===== src/rtl/modred_arbiter.sv =====
// ---------------------------------------------------------------------------
// modred_arbiter
//
// Shares one modulo-65537 reduction datapath among NREQ requesters. A
// round-robin arbiter picks one requester per cycle. Its signed 2*WIDTH-bit
// operand is registered into stage 1. The reduced residue is registered into
// stage 2, which drives the output directly.
//
// Ports:
//   clk        system clock, rising edge
//   rst        synchronous active-high reset
//   req_valid  per-requester operand-present flags            [NREQ]
//   req_data   packed signed operands, i at [i*2W +: 2W]      [NREQ*2*WIDTH]
//   req_ready  one-hot (or zero) accept strobe                [NREQ]
//   out_valid  result present
//   out_data   residue in 0..65536                            [WIDTH]
//   out_id     index of the requester that issued the result  [IDW]
//   out_ready  downstream accepts the result
//   busy       at least one pipeline stage holds valid data
// ---------------------------------------------------------------------------
module modred_arbiter #(
    parameter int WIDTH = 18,
    parameter int NREQ  = 4,
    parameter int IDW   = 2
) (
    input  logic                    clk,
    input  logic                    rst,
    input  logic [NREQ-1:0]         req_valid,
    input  logic [NREQ*2*WIDTH-1:0] req_data,
    output logic [NREQ-1:0]         req_ready,
    output logic                    out_valid,
    output logic [WIDTH-1:0]        out_data,
    output logic [IDW-1:0]          out_id,
    input  logic                    out_ready,
    output logic                    busy
);

    localparam int OPW  = 2 * WIDTH;
    // The operand is sign-extended to a multiple of 32 bits. Because
    // 2^32 == 1 (mod 65537), the weight of the extended sign bit then
    // folds to a plain -1.
    localparam int XW   = ((OPW + 31) / 32) * 32;
    localparam int NC   = XW / 16;
    localparam int ACCW = 16 + $clog2(NC) + 3;
    localparam logic signed [ACCW-1:0] MODULUS = ACCW'(65537);

    // Combinational reducer. Because 2^16 == -1 (mod 65537), the operand
    // folds to an alternating sum of its 16-bit digits. That sum stays within
    // a few multiples of the modulus, so a short chain of conditional
    // corrections brings it into 0..65536.
    function automatic logic [WIDTH-1:0] modulo(input logic [OPW-1:0] x);
        logic [XW-1:0]          xe;
        logic signed [ACCW-1:0] acc;
        logic signed [ACCW-1:0] chunk;
        xe            = {XW{x[OPW-1]}};
        xe[OPW-1:0]   = x;
        acc           = '0;
        if (xe[XW-1]) begin
            acc = '1;
        end
        for (int k = 0; k < NC; k++) begin
            chunk       = '0;
            chunk[15:0] = xe[k*16 +: 16];
            if (k % 2 == 0) begin
                acc = acc + chunk;
            end else begin
                acc = acc - chunk;
            end
        end
        for (int k = 0; k < NC; k++) begin
            if (acc[ACCW-1]) begin
                acc = acc + MODULUS;
            end else if (acc >= MODULUS) begin
                acc = acc - MODULUS;
            end
        end
        return WIDTH'(unsigned'(acc));
    endfunction

    logic [OPW-1:0]   req_op [NREQ];

    logic             s1_valid_q, s1_valid_d;
    logic [OPW-1:0]   s1_data_q,  s1_data_d;
    logic [IDW-1:0]   s1_id_q,    s1_id_d;
    logic             s2_valid_q, s2_valid_d;
    logic [WIDTH-1:0] s2_data_q,  s2_data_d;
    logic [IDW-1:0]   s2_id_q,    s2_id_d;
    logic [IDW-1:0]   rr_ptr_q,   rr_ptr_d;

    logic             s2_adv, s1_adv, accept;
    logic             grant_found;
    logic [IDW-1:0]   grant_id;
    logic [IDW-1:0]   rr_next;

    assign s2_adv = !s2_valid_q || out_ready;
    assign s1_adv = s1_valid_q && s2_adv;
    assign accept = !s1_valid_q || s2_adv;

    generate
        for (genvar gi = 0; gi < NREQ; gi++) begin : g_req
            assign req_op[gi]    = req_data[gi*OPW +: OPW];
            assign req_ready[gi] = !rst && accept && grant_found &&
                                   (grant_id == IDW'(gi));
        end
    endgenerate

    // Priority scan starting at rr_ptr, wrapping modulo NREQ.
    always_comb begin : arb_scan
        logic [IDW:0]   sum;
        logic [IDW-1:0] idx;
        grant_found = 1'b0;
        grant_id    = '0;
        sum         = '0;
        idx         = '0;
        for (int off = 0; off < NREQ; off++) begin
            sum = {1'b0, rr_ptr_q} + (IDW+1)'(off);
            if (sum >= (IDW+1)'(NREQ)) begin
                sum = sum - (IDW+1)'(NREQ);
            end
            idx = sum[IDW-1:0];
            if (!grant_found && req_valid[idx]) begin
                grant_found = 1'b1;
                grant_id    = idx;
            end
        end
    end

    assign rr_next = (grant_id == IDW'(NREQ - 1)) ? '0 : grant_id + 1'b1;

    always_comb begin
        s1_valid_d = s1_valid_q;
        s1_data_d  = s1_data_q;
        s1_id_d    = s1_id_q;
        s2_valid_d = s2_valid_q;
        s2_data_d  = s2_data_q;
        s2_id_d    = s2_id_q;
        rr_ptr_d   = rr_ptr_q;

        // accept already implies stage 1 is empty or moving on, so an idle
        // accept simply empties it.
        if (accept) begin
            if (grant_found) begin
                s1_valid_d = 1'b1;
                s1_data_d  = req_op[grant_id];
                s1_id_d    = grant_id;
                rr_ptr_d   = rr_next;
            end else begin
                s1_valid_d = 1'b0;
            end
        end

        if (s1_adv) begin
            s2_valid_d = 1'b1;
            s2_data_d  = modulo(s1_data_q);
            s2_id_d    = s1_id_q;
        end else if (out_ready && s2_valid_q) begin
            s2_valid_d = 1'b0;
        end
    end

    always_ff @(posedge clk) begin
        if (rst) begin
            s1_valid_q <= 1'b0;
            s1_data_q  <= '0;
            s1_id_q    <= '0;
            s2_valid_q <= 1'b0;
            s2_data_q  <= '0;
            s2_id_q    <= '0;
            rr_ptr_q   <= '0;
        end else begin
            s1_valid_q <= s1_valid_d;
            s1_data_q  <= s1_data_d;
            s1_id_q    <= s1_id_d;
            s2_valid_q <= s2_valid_d;
            s2_data_q  <= s2_data_d;
            s2_id_q    <= s2_id_d;
            rr_ptr_q   <= rr_ptr_d;
        end
    end

    assign out_valid = s2_valid_q;
    assign out_data  = s2_data_q;
    assign out_id    = s2_id_q;
    assign busy      = s1_valid_q || s2_valid_q;

endmodule


===== config.mk =====
export PLATFORM = sky130hd
export DESIGN_NAME = modred_arbiter
export DESIGN_NICKNAME = d
export VERILOG_FILES = /design/src/rtl/modred_arbiter.sv
export SDC_FILE = /design/constraint.sdc
export NUM_CORES = 1
export LEC_CHECK = 0
export BUFFER_PORTS_ARGS = -buffer_cell sky130_fd_sc_hd__buf_4
export CAP_MARGIN = 5
export CORE_UTILIZATION = 60
export CTS_CLUSTER_DIAMETER = 150
export DETAILED_ROUTE_END_ITERATION = 16
export GPL_TIMING_DRIVEN = 1
export PLACE_DENSITY = 0.83
export SYNTH_ARGS = -nofsm -noshare
export SYNTH_HDL_FRONTEND = slang
export SYNTH_SLANG_ARGS = --single-unit

===== constraint.sdc =====
create_clock -name clk -period 17.6 [get_ports clk]
set_input_delay 3.52 -clock clk [delete_from_list [all_inputs] [get_ports clk]]
set_output_delay 3.52 -clock clk [all_outputs]
set_load 0.005 [all_outputs]

==> flow_metrics.py, run 1 <==
metrics = {
    "sta": {
        "worst-slew-pin-transition_ns": 1.17,
        "hold_viol": 0,
        "fin_crit_sh": 0.901,
        "drv_slew": 0,
        "clock_skew_ns": 0.0135,
        "grt_setup_unrepaired": "no",
        "fin_crit_ns": 15.86,
        "max_freq_mhz": 63.1,
        "tns_ns": 0,
        "relSlewSlack": 0.218,
        "final-setup-viol-count": 0,
    },
    "critical_path": {
        "startpoint_type": "register",
        "cpMaxStageDelayCell": "and2_1",
        "worstReg2RegEnd": "out_data[7]",
        "worstReg2RegStart": "s1_data_q[35]",
        "arrival_ns": 16.12,
        "crit_type": "reg -> reg",
        "critical_path_required_ns": 17.86,
        "critPathCaptureType": "register",
        "r2r_cells": 52,
        "cp_max_fo": 39,
        "r2r_slack_ns": 1.74,
        "max_stage_delay_ns": 0.92,
        "critPathLaunch": "s1_data_q[35]",
    },
    "min_path": {
        "hold_end": "out_data[2]",
        "worstHoldStart": "out_data[2]",
        "hold_path.class": "reg -> reg",
        "whs_path_depth": 2,
    },
    "placement": {
        "hpwlAfterDp_microns": 30900,
        "gp_congestion": 1.05,
        "io_buffers": 176,
    },
    "clock_network": {
        "clock_latency_ns": 0.33,
        "cts_setup_buffers": 0,
        "ctsHoldBuffers": 0,
        "clkTransAtPathRegs_ns": 0.06,
        "ctsResizeCount": 0,
        "cts_root_buf": "clkbuf_16",
        "htreeDepth": 3,
        "cts_buffers": 9,
        "cts_tree": "done",
        "clockBufferDepth": 2,
        "clock_sinks": 62,
    },
    "global_routing": {
        "grt_overflow": 0,
        "grt.total_usage": 0.387,
        "antenna_found_initial": 0,
        "first_global_vias": 12700,
        "grt_pass1_wl_microns": 63400,
        "grt_max_degree": 62,
    },
    "route": {
        "initialDrtViolationCount": 1369,
        "vias": 13700,
        "routedWlPerCell_microns": 19.9,
        "via_per_inst": 6.86,
        "drt-total-wl_microns": 39900,
        "ant_nets": 0,
        "drt-pass1-iter-count": 8,
        "drc": 0,
    },
    "run_status": {
        "status": "completed",
    },
    "logic_synthesis": {
        "syn_area_sq_um": 11800,
        "ys.flop_type": "dfxtp_1",
        "ys_types": 124,
        "synth_area_per_cell_sq_um": 7.31,
        "syn_inst": 1616,
        "async_flop_share": 0,
        "ys_warn_count": 0,
        "syn_nets": 1852,
        "ys_seq_elements": 62,
        "synth-edff-count": 0,
        "synth-seq-area-share": 0.105,
    },
    "finish": {
        "drive_gt1_frac": 0.182,
        "nFillCells": 1641,
        "register_area_sq_um": 1240,
        "nNetsFinal": 1976,
        "diodes": 0,
        "multi_input_area_sq_um": 9960,
        "area_growth_pct": 14.6,
    },
    "die": {
        "chipWidth_microns": 142,
        "rows": 50,
        "coreArea_sq_um": 19000,
        "dieArea_sq_um": 20300,
        "io_pins": 177,
        "initial_core_util": 0.621,
        "die_h_microns": 142,
    },
    "run": {
        "drv_cap": 0,
    },
}
==> worst max-delay path: cells and delay by family, from the launching register on <==
kind / cells / cell delay, ns
AOI/OAI and AO/OA: 24 / 6.48
xor gates and xnor gates: 3 / 0.47
adders and majority gates: 5 / 1.96
buffers and inverters: 4 / 1.42
DFF: 1 / 0.31
and+or+nand+nor: 16 / 5.09
==> per-stage QoR <==
stage / cells / cell area, sq um / util / setup slack, ns / hold WS [ns]
6_report: 2004 / 13500 / 0.712 / 1.74 / 0.453
5_1_grt: 2004 / 13500 / 0.712 / 0.818 / 0.474
4_1_cts: 2004 / 13500 / 0.712 / 2.07 / 0.454
3_5_place_dp: 1989 / 13200 / 0.695 / 2.10 / 0.445
3_3_place_gp: 1989 / 13200 / 0.695 / 2.59 / 0.439
2_1_floorplan: 1616 / 11800 / - / 4.37 / 0.431
==> cell usage in the layout (no fill, tap or decap), types with 27 or more instances in the layout <==
cell type and count:
a21o_1 30, a21oi_1 107, and3_1 34, buf_4 192
dfxtp_1 62, ha_1 81, inv_1 65, mux2_2 30
mux2i_1 37, nand2_1 149, nand3_1 61, nand4_1 28
nor2_1 136, nor3_1 43, o211ai_1 28, o21ai_0 64
o22ai_1 31, xnor2_1 69, xor2_1 27
==> layer usage <==
metal	track usage	vias up	wire, microns
met1	0.462	6311	15600
met3	0.0633	149	3450
met2	0.663	850	18700
met5	0	-	0
met4	0.205	0	2150
li1	-	6437	-
==> registers in the layout, summed over array words and instances (netlist names) <==
| register | cells |
|---|---|
| s1_data_q | 36 |
| out_data | 18 |
| out_id | 2 |
| rr_ptr_q | 2 |
| s1_id_q | 2 |
| out_valid | 1 |
| s1_valid_q | 1 |
==> cells in the mapped netlist (all sizes together), types with 10 or more instances <==
cell	instances	area, sq um
o31a	10	97.6
and3	34	213
inv	65	244
and2	17	106
a21o	30	225
o2111ai	13	114
o21ai	85	459
a311oi	23	208
clkbuf	45	173
a211oi	22	170
nor2b	14	87.6
or3	21	141
o211ai	30	235
or2	11	71.3
o22ai	33	213
nand3	64	343
mux2	30	338
o21a	14	106
nand2	153	589
mux2i	37	370
ha	81	1010
a21oi	111	578
xnor2	72	664
xor2	28	253
nor4	27	211
or4	10	78.8
nor3	44	225
a22oi	26	195
a211o	11	96.3
buf	34	219
a31oi	18	138
o31ai	17	151
dfxtp	62	1240
nand2b	19	119
nand4	29	188
nor2	137	517
==> worst max-delay path by stage <==
| stage | to | cells after the start |
|---|---|---|
| after floorplan | out_data[7] | 54 |
| after global placement | out_data[7] | 52 |
| after detailed placement | out_data[7] | 52 |
| after CTS | out_data[7] | 52 |
| after global routing | out_data[7] | 52 |
| final | out_data[7] | 52 |
==> kinds of logic after synthesis <==
logic type	after synthesis	share of synthesized area
simple gates	619	0.276
fa+ha+maj	85	0.0925
buf+inv	145	0.0541
flops	62	0.105
compound gates	536	0.331
mux	67	0.0599
xor+xnor	102	0.0814
==> layout make-up <==
class,instances,area share
inverters,66,0.0183
flip-flops and latches,62,0.0916
multi-input cells,1409,0.736
repair buffers,192,0.106
well taps,260,0.0240
clock inverters,3,0.00499
clock buffers,12,0.0189
Power of run 1 is left out: the tool's default activity adds up to more than one toggle a clock period on the data nets, which glitch-free logic cannot reach.
==> inputs of run 2 (changes only) <==
--- a/config.mk
+++ b/config.mk
@@ -7,11 +7,13 @@
 export LEC_CHECK = 0
 export BUFFER_PORTS_ARGS = -buffer_cell sky130_fd_sc_hd__buf_4
 export CAP_MARGIN = 5
-export CORE_UTILIZATION = 60
+export CELL_PAD_IN_SITES_DETAIL_PLACEMENT = 1
+export CELL_PAD_IN_SITES_GLOBAL_PLACEMENT = 1
+export CORE_UTILIZATION = 43
 export CTS_CLUSTER_DIAMETER = 150
 export DETAILED_ROUTE_END_ITERATION = 16
 export GPL_TIMING_DRIVEN = 1
-export PLACE_DENSITY = 0.83
+export PLACE_DENSITY_LB_ADDON = 0.1
 export SYNTH_ARGS = -nofsm -noshare
 export SYNTH_HDL_FRONTEND = slang
 export SYNTH_SLANG_ARGS = --single-unit
==> flow_metrics.py, run 2 (same netlist as run 1, synthesis figures left out) <==
metrics = {
    "finish": {
        "final_cell_area_sq_um": 13700,
        "drive_gt1_frac": 0.184,
        "nNetsFinal": 1977,
        "final_common_cell": "buf_4",
        "area_growth_pct": 15.6,
        "mostFrequentLayoutCells": "buf_4 (193), nand2_1 (149), nor2_1 (136)",
        "multi_input_area_sq_um": 9960,
        "nFillCells": 3438,
        "regMostFlops": "s1_data_q",
        "register_area_sq_um": 1240,
        "largest_reg_flops": 36,
    },
    "sta": {
        "grt_setup_unrepaired": "no",
        "fin_crit_ns": 16.12,
        "max_freq_mhz": 62.0,
        "hold_viol": 0,
        "drv_slew": 0,
        "fin_crit_sh": 0.916,
        "final-setup-viol-count": 0,
        "timing.hold.ws_ns": 0.447,
        "worst-slew-pin-transition_ns": 1.17,
        "relSlewSlack": 0.218,
        "tns_ns": 0,
        "setup_slack_ns": 1.48,
        "clock_skew_ns": 0.00884,
    },
    "critical_path": {
        "r2r_cells": 52,
        "worstReg2RegEnd": "out_data[7]",
        "arrival_ns": 16.39,
        "critPathCaptureType": "register",
        "worstReg2RegStart": "s1_data_q[35]",
        "critical_path_required_ns": 17.87,
        "cp_max_fo": 39,
        "crit_type": "reg -> reg",
        "startpoint_type": "register",
        "max_stage_delay_ns": 0.91,
        "cpMaxStageDelayCell": "and2_1",
        "r2r_slack_ns": 1.48,
    },
    "min_path": {
        "hold_end": "out_data[2]",
        "hold_path.class": "reg -> reg",
        "worstHoldStart": "out_data[2]",
        "whs_path_depth": 2,
    },
    "global_routing": {
        "grt_pass1_wl_microns": 71800,
        "grt.total_usage": 0.315,
        "grt_max_degree": 62,
        "first_global_vias": 13500,
        "antenna_found_initial": 1,
        "grt_overflow": 0,
    },
    "placement": {
        "io_buffers": 176,
        "hpwlAfterDp_microns": 35800,
        "place_area_sq_um": 13300,
        "dp_slack_ns": 1.70,
        "gp_congestion": 0.952,
    },
    "route": {
        "via_per_inst": 6.39,
        "vias": 13300,
        "routedWlPerCell_microns": 21.5,
        "ant_nets": 0,
        "drt-total-wl_microns": 44900,
        "drc": 0,
        "initialDrtViolationCount": 850,
        "drt-pass1-iter-count": 5,
    },
    "clock_network": {
        "clkTransAtPathRegs_ns": 0.06,
        "ctsResizeCount": 0,
        "clockBufferDepth": 2,
        "cts_root_buf": "clkbuf_16",
        "cts_tree": "done",
        "clock_sinks": 62,
        "htreeDepth": 3,
        "clock_latency_ns": 0.35,
        "ctsHoldBuffers": 0,
        "cts_buffers": 9,
        "cts_setup_buffers": 0,
    },
    "run": {
        "drv_cap": 0,
    },
    "die": {
        "coreArea_sq_um": 27000,
        "rows": 60,
        "chipWidth_microns": 168,
        "die_h_microns": 168,
        "io_pins": 177,
        "dieArea_sq_um": 28200,
        "initial_core_util": 0.439,
    },
    "run_status": {
        "status": "completed",
    },
}
-- run 2: changes by cell type in the layout (fill, tap and decap cells not counted) --
cell / previous run / this run
clkinv_4: 0 / 2
inv_6: 0 / 1
diode_2: 0 / 1
clkbuf_8: 2 / 1
buf_4: 192 / 193
clkbuf_1: 1 / 0
-- run 2: layout make-up --
| type | count | share of cell area |
|---|---|---|
| sequential | 62 | 0.0908 |
| timing repair buffer | 193 | 0.106 |
| clock buffer | 10 | 0.0175 |
| antenna | 1 | 0.000183 |
| clock inverter | 6 | 0.00687 |
| tap | 341 | 0.0312 |
| multi-input combinational | 1409 | 0.729 |
| inverter | 66 | 0.0181 |
-- run 2: worst max path at each step --
stage | slack, ns | cells after the start | end | startpoint
2_1_floorplan | 4.37 | 54 | out_data[7] | s1_data_q[35]
5_1_grt | 0.21 | 52 | out_data[7] | s1_data_q[35]
6_report | 1.48 | 52 | out_data[7] | s1_data_q[35]
3_3_place_gp | 2.21 | 52 | out_data[7] | s1_data_q[35]
3_5_place_dp | 1.70 | 52 | out_data[7] | s1_data_q[35]
4_1_cts | 1.64 | 52 | out_data[7] | s1_data_q[35]
-- run 2: per-layer routing --
| layer | track usage | share of wire |
|---|---|---|
| met1 | 0.382 | 0.43 |
| met2 | 0.567 | 0.49 |
| met3 | 0.0327 | 0.041 |
| met4 | 0.127 | 0.035 |
| met5 | 0 | 0 |
-- run 2: stage by stage --
stage	instances	util
after floorplan	1616	-
after global placement	2071	0.495
after detailed placement	2071	0.495
after CTS	2087	0.507
after global routing	2087	0.507
final	2088	0.507
-- run 2: worst max-delay path: cells and delay by family, from the launching register on --
kind / cells / cell delay (ns)
compound gates: 24 / 6.69
simple gates: 16 / 5.18
buf+inv: 4 / 1.44
flops: 1 / 0.30
fa+ha+maj: 5 / 1.95
xor+xnor: 3 / 0.48
Power of run 2 is left out for the same reason.
